File: src/rtl/fp_coproc_issue_ctrl_if.sv
// rtl/fp_coproc_issue_ctrl_if.sv - issue, coprocessor and writeback signal bundle
//
// Purpose: groups every non-clock/reset signal of fp_coproc_issue_ctrl.
//   master : the issue controller's view
//   slave  : the surrounding pipeline/coprocessor view
// Signals:
//   issue_*  decode -> controller operation handshake (valid/ready)
//   cp_*     controller <-> coprocessor operands, op, rounding, result, status
//   wb_*     controller -> writeback result handshake (valid/ready)
//   sticky_flags_o, clr_flags_i, busy_o  exception flags and activity
interface fp_coproc_issue_ctrl_if #(
   parameter int DATA_WIDTH = 16,
   parameter int STATUS_BIT = 8,
   parameter int TAG_WIDTH  = 4
);
   logic                  issue_valid_i;
   logic                  issue_ready_o;
   logic [DATA_WIDTH-1:0] issue_a_i;
   logic [DATA_WIDTH-1:0] issue_b_i;
   logic                  issue_op_i;
   logic [2:0]            issue_rnd_i;
   logic [TAG_WIDTH-1:0]  issue_tag_i;

   logic [DATA_WIDTH-1:0] cp_input1_o;
   logic [DATA_WIDTH-1:0] cp_input2_o;
   logic                  cp_op_o;
   logic [2:0]            cp_rnd_o;
   logic [DATA_WIDTH-1:0] cp_result_i;
   logic [STATUS_BIT-1:0] cp_status_i;

   logic                  wb_valid_o;
   logic                  wb_ready_i;
   logic [DATA_WIDTH-1:0] wb_data_o;
   logic [STATUS_BIT-1:0] wb_status_o;
   logic [TAG_WIDTH-1:0]  wb_tag_o;

   logic [STATUS_BIT-1:0] sticky_flags_o;
   logic                  clr_flags_i;
   logic                  busy_o;

   modport master (
      input  issue_valid_i, issue_a_i, issue_b_i, issue_op_i, issue_rnd_i, issue_tag_i,
      output issue_ready_o,
      output cp_input1_o, cp_input2_o, cp_op_o, cp_rnd_o,
      input  cp_result_i, cp_status_i,
      output wb_valid_o, wb_data_o, wb_status_o, wb_tag_o,
      input  wb_ready_i,
      output sticky_flags_o, busy_o,
      input  clr_flags_i
   );

   modport slave (
      output issue_valid_i, issue_a_i, issue_b_i, issue_op_i, issue_rnd_i, issue_tag_i,
      input  issue_ready_o,
      input  cp_input1_o, cp_input2_o, cp_op_o, cp_rnd_o,
      output cp_result_i, cp_status_i,
      input  wb_valid_o, wb_data_o, wb_status_o, wb_tag_o,
      output wb_ready_i,
      input  sticky_flags_o, busy_o,
      output clr_flags_i
   );
endinterface

File: src/rtl/fp_coproc_issue_ctrl.sv
// rtl/fp_coproc_issue_ctrl.sv - issue controller for the fp16 add/sub coprocessor
//
// Purpose: accepts FP operations from decode, drives registered operands to a
// fixed-latency coprocessor, tracks in-flight operations with a valid/tag pipe,
// queues results in an in-order FWFT FIFO for writeback and accumulates sticky
// exception flags.
// Ports:
//   clk  clock
//   rst  asynchronous active-low reset
//   bus  fp_coproc_issue_ctrl_if.master (issue_*, cp_*, wb_*, sticky/clr/busy)
module fp_coproc_issue_ctrl #(
   parameter int DATA_WIDTH = 16,
   parameter int STATUS_BIT = 8,
   parameter int TAG_WIDTH  = 4,
   parameter int LATENCY    = 1,
   parameter int FIFO_DEPTH = 4
) (
   input  logic                  clk,
   input  logic                  rst,
   fp_coproc_issue_ctrl_if.master bus
);
   localparam int CNT_W   = $clog2(FIFO_DEPTH + 1);
   localparam int PTR_W   = (FIFO_DEPTH > 1) ? $clog2(FIFO_DEPTH) : 1;
   localparam int ENTRY_W = DATA_WIDTH + STATUS_BIT + TAG_WIDTH;
   localparam logic [CNT_W-1:0] DEPTH_C  = CNT_W'(FIFO_DEPTH);
   localparam logic [PTR_W-1:0] LAST_PTR = PTR_W'(FIFO_DEPTH - 1);

   logic                  ready_q;
   logic [CNT_W-1:0]      credits_q, credits_d;
   logic [DATA_WIDTH-1:0] cp_a_q, cp_b_q;
   logic                  cp_op_q;
   logic [2:0]            cp_rnd_q;
   logic [LATENCY:0]      vp_q;
   logic [TAG_WIDTH-1:0]  tp_q [LATENCY+1];
   logic [ENTRY_W-1:0]    mem_q [FIFO_DEPTH];
   logic [PTR_W-1:0]      wr_ptr_q, rd_ptr_q;
   logic [CNT_W-1:0]      count_q;
   logic [STATUS_BIT-1:0] sticky_q;

   logic                  accept, push, pop, wb_valid;
   logic [ENTRY_W-1:0]    head;

   assign accept   = bus.issue_valid_i & ready_q;
   assign push     = vp_q[LATENCY];
   assign wb_valid = (count_q != '0);
   assign pop      = wb_valid & bus.wb_ready_i;
   assign head     = mem_q[rd_ptr_q];

   // Credits count accepted-but-not-popped operations, so the FIFO always has
   // room for every result that is still travelling through the coprocessor.
   always_comb begin
      credits_d = credits_q;
      if (accept && !pop) begin
         credits_d = credits_q + CNT_W'(1);
      end else if (!accept && pop) begin
         credits_d = credits_q - CNT_W'(1);
      end
   end

   always_ff @(posedge clk or negedge rst) begin
      if (!rst) begin
         ready_q   <= 1'b0;
         credits_q <= '0;
         cp_a_q    <= '0;
         cp_b_q    <= '0;
         cp_op_q   <= 1'b0;
         cp_rnd_q  <= '0;
         vp_q      <= '0;
         for (int i = 0; i <= LATENCY; i++) begin
            tp_q[i] <= '0;
         end
         for (int i = 0; i < FIFO_DEPTH; i++) begin
            mem_q[i] <= '0;
         end
         wr_ptr_q  <= '0;
         rd_ptr_q  <= '0;
         count_q   <= '0;
         sticky_q  <= '0;
      end else begin
         credits_q <= credits_d;
         // Ready is the registered decode of the next credit value; it reads 0
         // while in reset and rises on the first edge after release.
         ready_q   <= (credits_d < DEPTH_C);

         if (accept) begin
            cp_a_q   <= bus.issue_a_i;
            cp_b_q   <= bus.issue_b_i;
            cp_op_q  <= bus.issue_op_i;
            cp_rnd_q <= bus.issue_rnd_i;
         end

         // vp/tp[LATENCY] lines up with the coprocessor output register.
         vp_q[0] <= accept;
         tp_q[0] <= bus.issue_tag_i;
         for (int i = 1; i <= LATENCY; i++) begin
            vp_q[i] <= vp_q[i-1];
            tp_q[i] <= tp_q[i-1];
         end

         if (push) begin
            mem_q[wr_ptr_q] <= {bus.cp_result_i, bus.cp_status_i, tp_q[LATENCY]};
            wr_ptr_q        <= (wr_ptr_q == LAST_PTR) ? '0 : wr_ptr_q + PTR_W'(1);
         end
         if (pop) begin
            rd_ptr_q <= (rd_ptr_q == LAST_PTR) ? '0 : rd_ptr_q + PTR_W'(1);
         end
         if (push && !pop) begin
            count_q <= count_q + CNT_W'(1);
         end else if (!push && pop) begin
            count_q <= count_q - CNT_W'(1);
         end

         // A clear coinciding with a capture keeps only the new status.
         if (push) begin
            sticky_q <= (bus.clr_flags_i ? '0 : sticky_q) | bus.cp_status_i;
         end else if (bus.clr_flags_i) begin
            sticky_q <= '0;
         end
      end
   end

   assign bus.issue_ready_o  = ready_q;
   assign bus.cp_input1_o    = cp_a_q;
   assign bus.cp_input2_o    = cp_b_q;
   assign bus.cp_op_o        = cp_op_q;
   assign bus.cp_rnd_o       = cp_rnd_q;
   assign bus.wb_valid_o     = wb_valid;
   assign bus.wb_data_o      = head[ENTRY_W-1 -: DATA_WIDTH];
   assign bus.wb_status_o    = head[TAG_WIDTH +: STATUS_BIT];
   assign bus.wb_tag_o       = head[TAG_WIDTH-1:0];
   assign bus.sticky_flags_o = sticky_q;
   assign bus.busy_o         = (credits_q != '0);
endmodule

File: src/flat_wrapper.sv
// flat-port wrapper written by rule: the top's interface ports become plain ports
module fp_coproc_issue_ctrl_flat 
#(
   parameter int DATA_WIDTH = 16,
   parameter int STATUS_BIT = 8,
   parameter int TAG_WIDTH  = 4,
   parameter int LATENCY    = 1,
   parameter int FIFO_DEPTH = 4
)
  (clk, rst, bus_issue_valid_i, bus_issue_a_i, bus_issue_b_i, bus_issue_op_i, bus_issue_rnd_i, bus_issue_tag_i, bus_issue_ready_o, bus_cp_input1_o, bus_cp_input2_o, bus_cp_op_o, bus_cp_rnd_o, bus_cp_result_i, bus_cp_status_i, bus_wb_valid_o, bus_wb_data_o, bus_wb_status_o, bus_wb_tag_o, bus_wb_ready_i, bus_sticky_flags_o, bus_busy_o, bus_clr_flags_i);
  fp_coproc_issue_ctrl_if #(.DATA_WIDTH(DATA_WIDTH), .STATUS_BIT(STATUS_BIT), .TAG_WIDTH(TAG_WIDTH)) bus_i ();
  input  logic clk;
  input  logic rst;
  input wire logic [$bits(bus_i.issue_valid_i)-1:0] bus_issue_valid_i;
  input wire logic [$bits(bus_i.issue_a_i)-1:0] bus_issue_a_i;
  input wire logic [$bits(bus_i.issue_b_i)-1:0] bus_issue_b_i;
  input wire logic [$bits(bus_i.issue_op_i)-1:0] bus_issue_op_i;
  input wire logic [$bits(bus_i.issue_rnd_i)-1:0] bus_issue_rnd_i;
  input wire logic [$bits(bus_i.issue_tag_i)-1:0] bus_issue_tag_i;
  output wire logic [$bits(bus_i.issue_ready_o)-1:0] bus_issue_ready_o;
  output wire logic [$bits(bus_i.cp_input1_o)-1:0] bus_cp_input1_o;
  output wire logic [$bits(bus_i.cp_input2_o)-1:0] bus_cp_input2_o;
  output wire logic [$bits(bus_i.cp_op_o)-1:0] bus_cp_op_o;
  output wire logic [$bits(bus_i.cp_rnd_o)-1:0] bus_cp_rnd_o;
  input wire logic [$bits(bus_i.cp_result_i)-1:0] bus_cp_result_i;
  input wire logic [$bits(bus_i.cp_status_i)-1:0] bus_cp_status_i;
  output wire logic [$bits(bus_i.wb_valid_o)-1:0] bus_wb_valid_o;
  output wire logic [$bits(bus_i.wb_data_o)-1:0] bus_wb_data_o;
  output wire logic [$bits(bus_i.wb_status_o)-1:0] bus_wb_status_o;
  output wire logic [$bits(bus_i.wb_tag_o)-1:0] bus_wb_tag_o;
  input wire logic [$bits(bus_i.wb_ready_i)-1:0] bus_wb_ready_i;
  output wire logic [$bits(bus_i.sticky_flags_o)-1:0] bus_sticky_flags_o;
  output wire logic [$bits(bus_i.busy_o)-1:0] bus_busy_o;
  input wire logic [$bits(bus_i.clr_flags_i)-1:0] bus_clr_flags_i;
  assign bus_i.issue_valid_i = bus_issue_valid_i;
  assign bus_i.issue_a_i = bus_issue_a_i;
  assign bus_i.issue_b_i = bus_issue_b_i;
  assign bus_i.issue_op_i = bus_issue_op_i;
  assign bus_i.issue_rnd_i = bus_issue_rnd_i;
  assign bus_i.issue_tag_i = bus_issue_tag_i;
  assign bus_issue_ready_o = bus_i.issue_ready_o;
  assign bus_cp_input1_o = bus_i.cp_input1_o;
  assign bus_cp_input2_o = bus_i.cp_input2_o;
  assign bus_cp_op_o = bus_i.cp_op_o;
  assign bus_cp_rnd_o = bus_i.cp_rnd_o;
  assign bus_i.cp_result_i = bus_cp_result_i;
  assign bus_i.cp_status_i = bus_cp_status_i;
  assign bus_wb_valid_o = bus_i.wb_valid_o;
  assign bus_wb_data_o = bus_i.wb_data_o;
  assign bus_wb_status_o = bus_i.wb_status_o;
  assign bus_wb_tag_o = bus_i.wb_tag_o;
  assign bus_i.wb_ready_i = bus_wb_ready_i;
  assign bus_sticky_flags_o = bus_i.sticky_flags_o;
  assign bus_busy_o = bus_i.busy_o;
  assign bus_i.clr_flags_i = bus_clr_flags_i;
  fp_coproc_issue_ctrl #(.DATA_WIDTH(DATA_WIDTH), .STATUS_BIT(STATUS_BIT), .TAG_WIDTH(TAG_WIDTH), .LATENCY(LATENCY), .FIFO_DEPTH(FIFO_DEPTH)) u_core (.clk(clk), .rst(rst), .bus(bus_i));
endmodule
File: config.mk
export PLATFORM = sky130hd
export DESIGN_NAME = fp_coproc_issue_ctrl_flat
export DESIGN_NICKNAME = d
export VERILOG_FILES = /design/src/rtl/fp_coproc_issue_ctrl_if.sv /design/src/rtl/fp_coproc_issue_ctrl.sv /design/src/flat_wrapper.sv
export SDC_FILE = /design/constraint.sdc
export NUM_CORES = 1
export LEC_CHECK = 0
export BUFFER_PORTS_ARGS = -buffer_cell sky130_fd_sc_hd__buf_2
export CAP_MARGIN = 20
export CORE_MARGIN = 2
export CORE_UTILIZATION = 56
export CTS_CLUSTER_DIAMETER = 80
export CTS_CLUSTER_SIZE = 25
export DETAILED_ROUTE_END_ITERATION = 10
export MAX_ROUTING_LAYER = met4
export PLACE_DENSITY = 0.79
export SYNTH_ARGS = -nofsm -noshare
export SYNTH_HDL_FRONTEND = slang
export SYNTH_SLANG_ARGS = --single-unit
File: constraint.sdc
create_clock -name clk -period 2.8 [get_ports clk]
set_clock_uncertainty 0.15 [all_clocks]
set_input_delay 0.42 -clock clk [delete_from_list [all_inputs] [get_ports clk]]
set_output_delay 0.42 -clock clk [all_outputs]
set_load 0.01 [all_outputs]
==> Word-level counts from Yosys, hierarchy flattened <==
Index checks and enable logic that the tools add are counted.
{ "word_totals": {"ff_bits": 177, "wordCells": 59} }
{ "classes": {"addsub": 6, "bitwise": 5, "n_reduce_logical": 11, "n_mux": 14, "eq_ne": 2, "magnitude_cmp": 4} }
{ "op_table": {"columns": ["op", "count"], "rows": [
  ["bitwise mux 112 bit", 1],
  ["2-to-1 mux 28 bit", 3],
  ["binary-select mux 28 bit (select 2 bit)", 1],
  ["demux 28 bit (select 2 bit)", 1],
  ["2-to-1 mux 8 bit", 2],
  ["2-to-1 mux 3 bit", 4],
  ["OR 8 bit", 1],
  ["adder 3 x 1 -> 3 bit (second input constant)", 2],
  [">= comparator 3 bit (second input constant)", 2],
  ["inverter 2 -> 3 bit", 2],
  ["nonzero test 3 bit", 2],
  ["subtractor 3 x 1 -> 3 bit (second input constant)", 2],
  ["logical AND 1 bit", 5],
  ["adder 2 x 1 -> 2 bit (second input constant)", 2],
  ["equality test 2 bit (second input constant)", 2],
  ["2-to-1 mux 2 bit", 2],
  ["logical NOT 1 bit", 3],
  ["< comparator 3 x 1 -> 1 bit (second input constant)", 1],
  ["< comparator 3 bit (second input constant)", 1],
  ["AND 1 bit", 2],
  ["nonzero test 2 bit", 1]
]} }

==> Logic depth before layout (Yosys ltp) <==
{ "depth": {"depth_word": 6, "depth_mapped": 8} }

==> Least setup slack after synthesis <==
Ideal clock, no wire load.
{ "synth_path": {"path_type": "register to register", "startpoint": "register u_core.count_q[0]", "endpoint": "register u_core.count_q[2]", "arrival_ps": 1913, "stages_incl_launch_ff": 9, "setup_slack_ps": 657, "synth_period_minus_slack_ps": 2143, "setup_time_ps": 79, "path_buffers": 0, "path_cell_list": "dfrtp_1 > or3_4 > nand2_4 > ha_1 > inv_1 > fa_1 > xor2_1 > nor2_1 > xor2_1"} }
{ "synth_between": {"elab_chain_len": 5, "word_cells_on_any_way": 10} }
{ "synth_lines": {"columns": ["element", "line", "text"], "rows": [
  ["from (decl)", "fp_coproc_issue_ctrl.sv:37", "logic [CNT_W-1:0] count_q;"],
  ["from (signal assigned)", "fp_coproc_issue_ctrl.sv:108", "count_q <= count_q + CNT_W'(1);"],
  ["from (signal assigned)", "fp_coproc_issue_ctrl.sv:110", "count_q <= count_q - CNT_W'(1);"],
  ["nonzero test 3 bit *", "fp_coproc_issue_ctrl.sv:45", "assign wb_valid = (count_q != '0);"],
  ["named net bus_wb_valid_o", "flat_wrapper.sv:27", "output wire logic [$bits(bus_i.wb_valid_o)-1:0] bus_wb_valid_o;"],
  ["AND 1 bit *", "fp_coproc_issue_ctrl.sv:46", "assign pop = wb_valid & bus.wb_ready_i;"],
  ["logical NOT 1 bit", "fp_coproc_issue_ctrl.sv:107", "if (push && !pop) begin"],
  ["logical AND 1 bit", "fp_coproc_issue_ctrl.sv:107", null],
  ["2-to-1 mux 3 bit / nonzero test 2 bit (equally long branches)", null, null]
]} }
Mark *: on every way through the listed nets, which the timed path passes. The rest lies on a longest branch. The select of a mux whose other input is x is not followed.
A chain may end at the register's enable or synchronous reset.

==> Worst setup path in the final report <==
{ "layout_path": {"startpoint": "register u_core.rd_ptr_q[0]", "endpoint": "output bus_wb_tag_o[0]"} }
{ "layout_between": {"elab_chain_len": 4} }
{ "layout_lines": {"columns": ["element", "line", "text"], "rows": [
  ["from (decl)", "fp_coproc_issue_ctrl.sv:36", "logic [PTR_W-1:0] wr_ptr_q, rd_ptr_q;"],
  ["from (signal assigned)", "fp_coproc_issue_ctrl.sv:105", "rd_ptr_q <= (rd_ptr_q == LAST_PTR) ? '0 : rd_ptr_q + PTR_W'(1);"],
  ["inverter 2 -> 3 bit (not written as such)", "fp_coproc_issue_ctrl.sv:47", "assign head = mem_q[rd_ptr_q];"],
  ["binary-select mux 28 bit (select 2 bit)", "fp_coproc_issue_ctrl.sv:47", null],
  ["2-to-1 mux 28 bit (not written as such) (2 in a row)", "fp_coproc_issue_ctrl.sv:47", null],
  ["to (decl)", "flat_wrapper.sv:30", "output wire logic [$bits(bus_i.wb_tag_o)-1:0] bus_wb_tag_o;"]
]} }
No other way between the ends. The select of a mux whose other input is x is not followed.

==> results.cfg <==
[run_status]
status = completed

[pwr]
power.internal_mw = 8.14
p_sw_frac = 0.305
pwr-share-seq = 0.380
p_leak_nw = 4.50
power_frac_comb = 0.400
pwr_density_cell_mw_per_mm2 = 1260
p_clk_frac = 0.220
ir_drop_uv = 680
p_total_mw = 11.7
p_switching_mw = 3.57

[clocking]
clock_path_buffers = 2
root_buffer = clkbuf_16
cts.sinks = 177
cts_tree = yes
clock_latency_ns = 0.43
htree_levels = 4
cts.clk_slew.worst_paths_ns = 0.06
cts_buffers = 17

[critical_path]
worstSetupStartpointType = flop
cp.required_ns = 2.23
path_cells = buf_4 > mux4_2 > buf_2
crit_family = multiplexers
worst-path-buf-inv = 2
slowest_delay_ns = 0.57
critPathKind = reg2out
crit_arrival_ns = 1.84
r2r-start = u_core.count_q[0]$_DFFE_PN0P_
cpMaxStageDelayCell = mux4_2
end_kind = primary output
crit_fanout = 17
startpoint = u_core.rd_ptr_q[0]$_DFFE_PN0P_

[run]
maxCapViolCount = 0

[worst_hold_path]
hold_path.class = in2reg
hold_start = bus_issue_b_i[9]

[timing]
layout_setup_ws_ns = 0.385
max_freq_mhz = 414
period_needed_ns = 2.41
finalMaxSlewViolations = 0
setup-violations-final = 0
worst_pin_slew_ns = 0.478
timing.setup.tns_ns = 0
hold_ws_ns = 0.0697
relSlewSlack = 0.681
hold_violations = 0
rsz0062_at_grt = false
finalCritPeriodShare = 0.862

[routing]
ant_nets = 0
routedWlPerCell_um = 18.4
vias = 4237
routed_wl_mm = 14.7
drt_iter0_drc = 275
drc = 0
viasPerCell = 5.32
drt_first_pass_iters = 4

[logic_synthesis]
syn_avg_cell_area_um2 = 17.4
yosys_most_used_dff = dfrtp_1
synth.most_common_cell = dfrtp_1
synthArstFlopShare = 1.00
synth_area_mm2 = 0.00778
synthTopCellsByArea = dfrtp_1 57%, mux2_4 15%, mux2_2 10%
synthCells = 448
synth_top_cell_by_area = dfrtp_1
synthDistinctLibCells = 25
synth_top_area_share = 0.569
synthTopCellsByCount = 177 x dfrtp_1, 80 x mux2_4, 71 x mux2_2
synth_nets = 529
yosysWarnings = 0
yosysSeqAreaShare = 0.569
synth_seq_cells = 177
synth_edf_count = 0

[global_routing]
grt.overflow.total = 0
grt_use_total = 0.219
grt_max_degree = 91
antenna_found_initial = 0
grt_pass1_vias = 4605
grt_pass1_wl_mm = 24.0

[layout]
antennaDiodeCount = 0
drive_above_1_share = 0.596
num-nets-final = 685
final_area_mm2 = 0.00930
synthToLayoutAreaGrowth_pct = 19.5

[die]
start_util = 0.567
die_h_um = 122
die-area_mm2 = 0.0149
ios = 144
num_rows = 43
fp.dieW_um = 122
core_area_mm2 = 0.0137

[placed_design]
hpwl_mm = 9.59
place.port_buffers = 143
pre_cts_ws_ns = 0.539
placed_area_mm2 = 0.00861
gp_congestion = 0.783
==> flip-flops by register name, indices dropped and copies added (netlist names) <==
signal,count
u_core.mem_q,112
u_core.credits_q,3
u_core.bus.cp_op_o,1
u_core.bus.cp_input1_o,16
u_core.vp_q,2
u_core.bus.cp_input2_o,16
u_core.wr_ptr_q,2
u_core.bus.cp_rnd_o,3
u_core.bus.sticky_flags_o,8
u_core.tp_q,8
u_core.bus.issue_ready_o,1
u_core.rd_ptr_q,2
u_core.count_q,3
==> placed cells by master, fill, tap and decap left out, types with 4 or more instances in the layout <==
master,Yosys,final
clkbuf_16,0,17
o21ai_0,11,11
inv_1,15,15
dlygate4sd3_1,0,5
nand2_8,4,4
nor2_1,4,4
ha_1,11,11
bufinv_16,0,5
mux4_2,28,28
mux2_2,71,71
mux2_4,80,80
nand2_1,13,13
buf_2,4,142
dfrtp_1,177,176
buf_4,6,8
==> worst register-to-register path, delay by kind of cell, from the launching register on <==
kind / cells / cell delay [ns]
buffers and inverters: 1 / 0.07
xor gates and xnor gates: 2 / 0.33
and+or+nand+nor: 3 / 0.65
adders and majority gates: 2 / 0.58
DFF: 1 / 0.44
==> worst paths after layout <==
check	cells after the start	slack, ns	endpoint
max	3	0.39	bus_wb_tag_o[0]
min	2	0.07	u_core.bus.cp_input2_o[9]$_DFFE_PN0P_
max reg2reg	8	0.49	u_core.count_q[2]$_DFFE_PN0P_
min reg2reg	0	0.19	u_core.tp_q[0]$_DFF_PN0_
max in group asynchronous	3	1.40	u_core.tp_q[7]$_DFF_PN0_
min in group asynchronous	2	0.30	u_core.mem_q[12]$_DFFE_PN0P_
==> power groups by stage <==
stage               Sequential [mW]  Combinational [mW]  Clock [mW]
finish                         4.46                4.68        2.58
global route                   4.61                5.07        2.73
global placement               4.38                4.60           0
floorplan                      4.44                3.37           0
detailed placement             4.47                4.72           0
CTS                            4.45                4.75        2.63
==> per-layer routing <==
layer  up-vias  wire length (µm)  GRT usage
met1      2212              6320      0.285
met3        15               573     0.0548
met2        86              7570      0.344
met5         -                 0          -
li1       1924                 -          -
met4         0               191     0.0654
==> kinds of logic after synthesis <==
logic type / count (synthesis) / synth area share
muxes: 179 / 0.338
DFF: 177 / 0.569
buffers and inverters: 35 / 0.0336
and+or+nand+nor: 26 / 0.0243
AOI/OAI and AO/OA: 14 / 0.00932
adders and majority gates: 12 / 0.0203
xor gates and xnor gates: 5 / 0.00563
==> stage by stage <==
stage | util | instances
3_5_place_dp | 0.627 | 760
5_1_grt | 0.678 | 797
4_1_cts | 0.678 | 797
3_3_place_gp | 0.627 | 760
6_report | 0.678 | 797
2_1_floorplan | - | 448
==> final cells by class <==
cell class                 instances  area [µm²]
sequential                       177        4430
multi-input combinational        236        3090
fill                             934        4420
timing repair buffer             157         852
clock buffer                      19         433
tap                              180         225
inverter                          15        56.3
clock inverter                    13         209
==> repair_timing <==
item	4_1_cts	5_1_grt
gates resized for setup	0	0
hold endpoints to repair	39	0
hold buffers	5	0
setup buffers	0	0
No activity file was read; power rests on OpenSTA's default activity.
